==> src/rtl/var_delay_line_if.sv <==
// Pixel-stream bundle for var_delay_line: strobe, reconfig controls, sample in, delayed sample out.
// master drives samples and config; slave is the delay line.
interface var_delay_line_if #(
  parameter int WIDTH = 40,
  parameter int DW    = 5
);
  logic             en;
  logic             flush;
  logic [DW-1:0]    delay_sel;
  logic             valid_i;
  logic [WIDTH-1:0] data_i;
  logic             valid_o;
  logic [WIDTH-1:0] data_o;
  logic             primed;
  logic             cfg_err;

  modport master (
    output en, flush, delay_sel, valid_i, data_i,
    input  valid_o, data_o, primed, cfg_err
  );

  modport slave (
    input  en, flush, delay_sel, valid_i, data_i,
    output valid_o, data_o, primed, cfg_err
  );
endinterface

==> src/rtl/var_delay_line.sv <==
// Programmable delay of a strobed pixel stream: latency d_cur+1 enabled edges, outputs registered.
// No backpressure; en=0 freezes the line, and any delay change or flush drops in-flight samples and re-primes.
module var_delay_line #(
  parameter int WIDTH     = 40,
  parameter int MAX_DEPTH = 16,
  parameter int DW        = 5
) (
  input logic           clk,
  input logic           reset,
  var_delay_line_if.slave bus
);
  localparam int CW = $clog2(MAX_DEPTH + 1);
  localparam int AW = (MAX_DEPTH > 1) ? $clog2(MAX_DEPTH) : 1;
  localparam logic [DW-1:0] MAX_SEL = DW'(MAX_DEPTH);

  typedef enum logic {FILL, RUN} state_t;

  state_t           state;
  logic [CW-1:0]    d_cur;
  logic [CW-1:0]    fill_cnt;
  logic [AW-1:0]    wp;
  logic             valid_q;
  logic [WIDTH-1:0] data_q;
  logic             cfg_err_q;

  // Sample buffer carries the valid bit alongside the data; never reset.
  logic [WIDTH:0]   mem [MAX_DEPTH];

  logic             sel_over;
  logic [CW-1:0]    d_eff;
  logic             reconfig;
  logic             wr_en;
  logic [AW-1:0]    wp_nxt;
  logic [CW:0]      rd_sum;
  logic [AW-1:0]    rd_addr;
  logic [WIDTH:0]   rd_word;

  assign sel_over = (bus.delay_sel > MAX_SEL);
  assign d_eff    = sel_over ? CW'(MAX_DEPTH) : CW'(bus.delay_sel);
  assign reconfig = bus.flush || (d_eff != d_cur);
  assign wr_en    = bus.en && !reconfig;
  assign wp_nxt   = (wp == AW'(MAX_DEPTH - 1)) ? '0 : wp + 1'b1;

  // Read address (wp - d_cur) mod MAX_DEPTH, kept non-negative by a bias of MAX_DEPTH.
  always_comb begin
    rd_sum = (CW+1)'(wp) + (CW+1)'(MAX_DEPTH) - (CW+1)'(d_cur);
    if (rd_sum >= (CW+1)'(MAX_DEPTH)) begin
      rd_sum = rd_sum - (CW+1)'(MAX_DEPTH);
    end
    rd_addr = AW'(rd_sum);
  end

  // Pre-write contents: with d_cur=MAX_DEPTH this is the entry about to be overwritten.
  assign rd_word = (d_cur == '0) ? {bus.valid_i, bus.data_i} : mem[rd_addr];

  always_ff @(posedge clk) begin
    if (!reset && wr_en) begin
      mem[wp] <= {bus.valid_i, bus.data_i};
    end
  end

  always_ff @(posedge clk or posedge reset) begin
    if (reset) begin
      state     <= FILL;
      d_cur     <= '0;
      fill_cnt  <= '0;
      wp        <= '0;
      valid_q   <= 1'b0;
      data_q    <= '0;
      cfg_err_q <= 1'b0;
    end else begin
      cfg_err_q <= sel_over;
      if (reconfig) begin
        d_cur    <= d_eff;
        state    <= FILL;
        fill_cnt <= '0;
        valid_q  <= 1'b0;
        data_q   <= '0;
      end else if (bus.en) begin
        wp <= wp_nxt;
        if (state == RUN || fill_cnt == d_cur) begin
          state   <= RUN;
          valid_q <= rd_word[WIDTH];
          data_q  <= rd_word[WIDTH-1:0];
        end else begin
          fill_cnt <= fill_cnt + 1'b1;
          valid_q  <= 1'b0;
          data_q   <= '0;
        end
      end
    end
  end

  assign bus.valid_o = valid_q;
  assign bus.data_o  = data_q;
  assign bus.primed  = (state == RUN);
  assign bus.cfg_err = cfg_err_q;
endmodule

==> src/flat_wrapper.sv <==
// flat-port wrapper written by rule: the top's interface ports become plain ports
module var_delay_line_flat 
#(
  parameter int WIDTH     = 40,
  parameter int MAX_DEPTH = 16,
  parameter int DW        = 5
)
  (clk, reset, bus_en, bus_flush, bus_delay_sel, bus_valid_i, bus_data_i, bus_valid_o, bus_data_o, bus_primed, bus_cfg_err);
  var_delay_line_if #(.WIDTH(WIDTH), .DW(DW)) bus_i ();
  input logic clk;
  input logic reset;
  input wire logic [$bits(bus_i.en)-1:0] bus_en;
  input wire logic [$bits(bus_i.flush)-1:0] bus_flush;
  input wire logic [$bits(bus_i.delay_sel)-1:0] bus_delay_sel;
  input wire logic [$bits(bus_i.valid_i)-1:0] bus_valid_i;
  input wire logic [$bits(bus_i.data_i)-1:0] bus_data_i;
  output wire logic [$bits(bus_i.valid_o)-1:0] bus_valid_o;
  output wire logic [$bits(bus_i.data_o)-1:0] bus_data_o;
  output wire logic [$bits(bus_i.primed)-1:0] bus_primed;
  output wire logic [$bits(bus_i.cfg_err)-1:0] bus_cfg_err;
  assign bus_i.en = bus_en;
  assign bus_i.flush = bus_flush;
  assign bus_i.delay_sel = bus_delay_sel;
  assign bus_i.valid_i = bus_valid_i;
  assign bus_i.data_i = bus_data_i;
  assign bus_valid_o = bus_i.valid_o;
  assign bus_data_o = bus_i.data_o;
  assign bus_primed = bus_i.primed;
  assign bus_cfg_err = bus_i.cfg_err;
  var_delay_line #(.WIDTH(WIDTH), .MAX_DEPTH(MAX_DEPTH), .DW(DW)) u_core (.clk(clk), .reset(reset), .bus(bus_i));
endmodule
==> config.mk <==
export PLATFORM = sky130hd
export DESIGN_NAME = var_delay_line_flat
export DESIGN_NICKNAME = d
export VERILOG_FILES = /design/src/rtl/var_delay_line_if.sv /design/src/rtl/var_delay_line.sv /design/src/flat_wrapper.sv
export SDC_FILE = /design/constraint.sdc
export NUM_CORES = 1
export LEC_CHECK = 0
export ABC_AREA = 1
export CORE_MARGIN = 5
export CORE_UTILIZATION = 61
export DETAILED_ROUTE_END_ITERATION = 12
export GPL_TIMING_DRIVEN = 0
export MAX_ROUTING_LAYER = met4
export PLACE_DENSITY = 0.79
export REMOVE_ABC_BUFFERS = 1
export SETUP_SLACK_MARGIN = 0.3
export SLEW_MARGIN = 25
export SYNTH_ARGS = -nofsm -noshare
export SYNTH_HDL_FRONTEND = slang
export SYNTH_SLANG_ARGS = --single-unit
==> constraint.sdc <==
create_clock -name clk -period 6.8 [get_ports clk]
set_clock_uncertainty 0.15 [all_clocks]
set_input_delay 1.36 -clock clk [delete_from_list [all_inputs] [get_ports clk]]
set_output_delay 1.36 -clock clk [all_outputs]
set_load 0.1 [all_outputs]
Yosys cells after proc, flatten, opt, wreduce, memory -nomap -nowiden
Memory sizes are Yosys's and may differ from the RTL's.
Index checks and enable logic that the tools add are counted.

word-level totals
  memories = 1
  register bits = 57
  memory bits (writable) = 656
  word-level logic and storage cells = 50
  output and inout port bits = 43

memory list
  name        words  bits a word  rd ports  clocked after memory_dff  write ports  RTL line              source
  u_core.mem  16     41           1         0                         1            var_delay_line.sv:27  logic [WIDTH:0] mem [MAX_DEPTH];

operators by class
  mux-type cells = 18
  eq/ne operators = 4
  $add $sub $neg = 5
  order comparisons = 2
  reduce and logical (&&, ||, !) cells = 12
  bitwise operators = 1

operators with widths
  operator                                                                  count
  40-bit two-way mux                                                        3
  41-bit two-way mux                                                        1
  5-bit two-way mux                                                         4
  1-bit two-way mux                                                         8
  4-bit two-way mux                                                         2
  4-bit by 5-bit adder with 6-bit output (second input constant)            1
  6-bit by 5-bit >= comparator with 1-bit output (second input constant)    1
  2-bit AND reduction                                                       3
  6-bit by 5-bit subtractor with 6-bit output                               1
  5-bit by 1-bit adder with 5-bit output (second input constant)            1
  5-bit equality test                                                       1
  5-bit > comparator (second input constant)                                1
  5-bit zero test                                                           1
  5-bit inequality test                                                     1
  4-bit by 1-bit adder with 4-bit output (second input constant)            1
  4-bit equality test (second input constant)                               1
  2-bit nonzero test                                                        2
  4-bit by 1-bit subtractor with 4-bit output (second input constant)       1
  1-bit logical AND                                                         2
  1-bit zero test                                                           2
  1-bit logical OR                                                          2
  2-bit by 1-bit inequality test with 1-bit output (second input constant)  1
  1-bit NOT                                                                 1

Logic depth before layout (Yosys ltp)
  depth after elaboration = 9
  depth in mapped cells = 16
  gate-level depth less buffers = 14

Least setup slack after synthesis
OpenSTA, ideal clock, no wires.

  kind = input port to flip-flop
  start point = in bus_delay_sel[3]
  end point = mem u_core.mem[11][0] (netlist name) (enable)
  slack = 1.017 ns
  setup time = 0.491 ns
  arrival time = 5.142 ns
  cell stages on the path = 10
  required time = 6.159 ns
  path through = nor2_1 nand2_1 nand2_1 nand2_1 nand2_1 nand3_1 nor2_4 buf_2 nand3_1 nor3_1

between the ends
  word-level cells in the longest chain between the ends = 9

ends and longest elaborated chain
  item                                         RTL line              source
  from (decl)                                  flat_wrapper.sv:14    input wire logic [$bits(bus_i.delay_sel)-1:0] bus_delay_sel;
  5-bit > comparator                           var_delay_line.sv:38  assign sel_over = (bus.delay_sel > MAX_SEL);
  5-bit two-way mux (*)                        var_delay_line.sv:39  assign d_eff = sel_over ? CW'(MAX_DEPTH) : CW'(bus.delay_sel);
  5-bit inequality test (*)                    var_delay_line.sv:40  assign reconfig = bus.flush || (d_eff != d_cur);
  1-bit logical OR (*)                         var_delay_line.sv:40
  1-bit zero test (*)                          var_delay_line.sv:41  assign wr_en = bus.en && !reconfig;
  1-bit logical AND (*)                        var_delay_line.sv:41
  1-bit logical AND (*)                        var_delay_line.sv:57  if (!reset && wr_en) begin
  1-bit two-way mux (*)                        var_delay_line.sv:57
  1-bit two-way mux (not written as such) (*)  var_delay_line.sv:58  mem[wp] <= {bus.valid_i, bus.data_i};
  to (decl)                                    var_delay_line.sv:27

Mark *: on every way between the ends. The rest lies on a longest branch, timed or not.

Worst setup path after layout
  start point = in bus_delay_sel[4]
  end point = mem u_core.mem[3][11] (netlist name) (enable)

The elaborated chain is that of the path after synthesis.

==> flow_results.org <==
** Placement
- Hpwl dp :: 45.5 mm
- Worst slack at placement :: 1.19 ns
- In this run, placement finished with an instance count of 3,333.
- RD Place Congestion :: 0.764
- After detailed placement, the total cell area comes to 32,500 sq um.
- Count of input and output buffers :: 92

** Layout
- Final std cells w/o fill :: 3,468
- # fillers :: 2,894
- The multi-input combinational cells in the finished layout cover a total of 7650 sq um.
- Share of final-layout standard cells stronger than drive strength 1 :: 9.27%
- From synthesis to final layout, the design area changed by 17.2%.
- Utilization after layout :: 72.5%
- Finished layout cell area :: 34,700 sq um
- After the last flow step, the layout net total stands at 2,849.
- The sequential cells in the finished layout cover a total of 21,100 sq um.

** Drt
- After detailed routing, the met2 layer carries 38.6 mm of wire.
- Iteration count of the initial detailed-routing pass :: 6
- Routed wire length per instance :: 22.5 microns
- Wl on met1 :: 27.5 mm
- Via count :: 21,200
- DR WL met3 :: 7.48 mm
- Detailed router's first-iteration violation count :: 2,655
- Routed via count divided by cell count :: 6.13
- For this run, design rule violations remaining after detail routing come to 0.
- Post-route antenna net violation count :: 0
- After detailed routing, no signal wire sits above met4.
- For this block, the routed nets add up to 78.0 mm of wire.

** Logic synthesis
- Yosys warning total :: 0
- Proportion of netlist area held by the largest area contributor :: 66.5%
- Summing the sequential cell areas from Yosys gives 71.3% of the chip area.
- Share of synthesized cell area in full adder, half adder and majority cells :: 0.406%
- By area, the combinational part of the netlist is dominated by simple AND/OR/NAND/NOR gates.
- Post-Synthesis Cell Area :: 29,600 sq um
- In the synthesized netlist, mux cells make up 0% of the area.
- Synthesis instantiated 24 different standard cells from the library.
- Count of flip-flops with a built-in enable after synthesis :: 656
- Post-Syn Instances :: 2,689
- By area the synthesized netlist is led by sky130_fd_sc_hd__edfxtp_1, sky130_fd_sc_hd__nand2_1, sky130_fd_sc_hd__nand3_1.
- Xor and xnor area share after synthesis :: 0.296%
- Simple-gate portion of the synthesized area :: 23.7%
- The most common cell in the synthesized netlist is sky130_fd_sc_hd__nand2_1.
- Mean cell area of the mapped netlist :: 11.0 sq um
- In the synthesized netlist the async set-or-reset flop fraction comes to 7.99%.
- After synthesis, the most frequently instantiated cells are sky130_fd_sc_hd__nand2_1, sky130_fd_sc_hd__edfxtp_1, sky130_fd_sc_hd__nand3_1.
- Summing the areas of all compound-gate instances in the mapped netlist gives 0.913% of the synthesized area.
- The synthesized design contains 713 register bits.
- Most frequently used flop master after synthesis :: sky130_fd_sc_hd__edfxtp_1
- Area leader, netlist :: sky130_fd_sc_hd__edfxtp_1

** Floorplan
- The floorplan has 80 rows.
- In this run the count of I/O pins placed on the die edge is 93.
- The die is 230 microns tall.
- The floorplan step defined a die boundary enclosing 53,000 sq um.
- The floorplan step set the die width to 230 microns.
- Core footprint :: 47,800 sq um
- The initial utilization of the core area, before any placement, comes to 61.9%.

** Global routing
- The number of antenna violations at the first check in global routing came to 6.
- The via count of the first global-routing pass came to 20,900.
- The total overflow left after global routing is 0.
- The first global-routing pass estimated 118 mm of wire.
- Overall global routing resource usage :: 29.8%
- Pin count of the biggest net entering global routing :: 117

** Critical path
- Register-to-register setup slack :: 2.62 ns
- Worst setup endpoint :: u_core.mem[3][11]$_DFFE_PP_
- The worst register-to-register path has a depth of 14.
- The setup path with the least slack is of type in2reg.
- Of all nets on the critical path, the largest fanout is 24.
- The worst setup path is launched from a primary input.
- Worst Setup SP :: bus_delay_sel[4]
- Critical Path End Type :: flip-flop
- Data on the critical path is required at its endpoint by 6.94 ns.
- The worst register-to-register path begins at u_core.wp[0]$_DFFE_PP0P_.
- STA puts the critical path data arrival time at 5.25 ns.
- The endpoint identified for the worst register-to-register timing path is u_core.bus.data_o[19]$_DFFE_PP0P_.

** Timing
- The final hold violation count came to 0.
- Worst slew pin tran :: 1.02 ns
- In the final timing run, aggregate negative setup slack is 0 ns.
- Setup violations remaining at the end of the flow were counted as 0.
- On the final layout, the worst hold slack is 0.354 ns.
- Post-route setup slack :: 1.70 ns
- Post-layout min period :: 5.10 ns
- The final critical path takes up 75.1% of the cycle.
- The max-slew violation total from the final report was 0.
- Setup repair after global routing missed its margin :: false
- Derived from the worst setup path, the maximum achievable clock frequency is 196 MHz.
- Headroom to the max-slew limit came out at 31.5%.

** Clock network
- The later pin in the worst-skew pair is clocked with a latency of 0.61 ns.
- In this run, CTS created clock tree buffers numbering 70.
- The number of gates resized after CTS was 0.
- Clock-pin slew reported for the worst setup and hold paths after clock tree synthesis :: 0.06 ns
- After clock tree synthesis, the setup repair step added 0 buffers.
- The H-tree was split into 3 levels.
- Max clock buf depth :: 3
- Counting every sink on the clock net gives 713.
- Clock tree from TritonCTS :: yes
- Clk Tree Root Cell :: sky130_fd_sc_hd__clkbuf_16
- # hold bufs at CTS :: 0

** Power and ir drop
- Total power per unit cell area :: 384 nW/um^2
- The completed layout was analyzed and its total power is 13.3 mW.
- Largest voltage drop on the vdd net :: 0.332 mV
- Static leakage :: 13.5 nW

** Outcome
- Result of the run :: finished, final reports clean

** Job
- The tool flagged a number of max-cap violations equal to 0.

** Hold path
- The tightest min-delay check is of the reg2reg type.
-- where the power goes --
part	internal [mW]	leakage (nW)	switching, mW
combinational	1.53	5.76	3.25
sequential	4.81	6.67	0.0272
clock	2.11	1.06	1.59
-- cell usage in the layout, fill, tap and decap left out, types with 16 or more instances in the layout --
cell type	Yosys	layout
sky130_fd_sc_hd__clkbuf_1	109	24
sky130_fd_sc_hd__clkdlybuf4s50_1	0	92
sky130_fd_sc_hd__nand2_1	1062	1060
sky130_fd_sc_hd__buf_4	0	26
sky130_fd_sc_hd__o211ai_1	16	16
sky130_fd_sc_hd__clkbuf_16	0	73
sky130_fd_sc_hd__buf_16	0	35
sky130_fd_sc_hd__or2_2	54	54
sky130_fd_sc_hd__dfrtp_1	57	57
sky130_fd_sc_hd__edfxtp_1	656	656
sky130_fd_sc_hd__inv_1	101	99
sky130_fd_sc_hd__nand3_1	498	498
sky130_fd_sc_hd__clkinv_1	2	16
-- per-layer routing --
layer / vias to the layer above / global-route usage, %
met1: 10100 / 36.0
li1: 9391 / -
met2: 1391 / 48.5
met3: 350 / 4.79
met5: - / -
met4: 0 / 16.2
-- layout make-up --
cell class / instances / share of cell area [%]
flip-flops and latches: 713 / 60.9
diodes: 6 / 0.0433
multi-input cells: 1717 / 22.1
repair buffers: 182 / 7.33
well taps: 615 / 2.22
inverters: 106 / 1.20
clock buffers: 99 / 5.60
clock inverters: 30 / 0.649
-- registers in the layout (all words and copies together) (netlist names) --
name                cells
u_core.fill_cnt         5
u_core.wp               4
u_core.bus.cfg_err      1
u_core.bus.data_o      40
u_core.bus.valid_o      1
u_core.mem            656
u_core.d_cur            5
u_core.bus.primed       1
-- worst min path at each step --
stage,depth (start not counted),endpoint,startpoint,slack (ns)
after floorplan,2,u_core.fill_cnt[0]$_DFFE_PP0P_,u_core.fill_cnt[0]$_DFFE_PP0P_,0.34
after global placement,2,u_core.bus.data_o[5]$_DFFE_PP0P_,u_core.bus.data_o[5]$_DFFE_PP0P_,0.34
after detailed placement,2,u_core.bus.data_o[5]$_DFFE_PP0P_,u_core.bus.data_o[5]$_DFFE_PP0P_,0.35
after CTS,2,u_core.bus.data_o[5]$_DFFE_PP0P_,u_core.bus.data_o[5]$_DFFE_PP0P_,0.36
after global routing,2,u_core.bus.data_o[9]$_DFFE_PP0P_,u_core.bus.data_o[9]$_DFFE_PP0P_,0.38
final,2,u_core.bus.data_o[5]$_DFFE_PP0P_,u_core.bus.data_o[5]$_DFFE_PP0P_,0.35
-- worst max-delay path, stage by stage --
cell and delay (ns):
sky130_fd_sc_hd__clkdlybuf4s50_1 0.59, sky130_fd_sc_hd__inv_2 0.08, sky130_fd_sc_hd__nand2_1 0.14, sky130_fd_sc_hd__xor2_1 0.17, sky130_fd_sc_hd__nand3_1 0.18, sky130_fd_sc_hd__nor2_4 0.52
sky130_fd_sc_hd__buf_16 0.23, sky130_fd_sc_hd__buf_16 0.19, sky130_fd_sc_hd__nand3_1 0.22, sky130_fd_sc_hd__nor3_2 0.60, sky130_fd_sc_hd__buf_6 0.26, sky130_fd_sc_hd__buf_4 0.22
sky130_fd_sc_hd__buf_4 0.22, sky130_fd_sc_hd__buf_4 0.22
-- cells by family (layout without fill, tap and decap cells) --
logic type      Yosys count  in the layout
flops                   713            713
other cells               0              6
fa+ha+maj                 9              9
xor+xnor                 10             10
simple gates           1652           1652
buf+inv                 259            417
compound gates           46             46
Note: power is estimated with default switching activity, not from simulation.
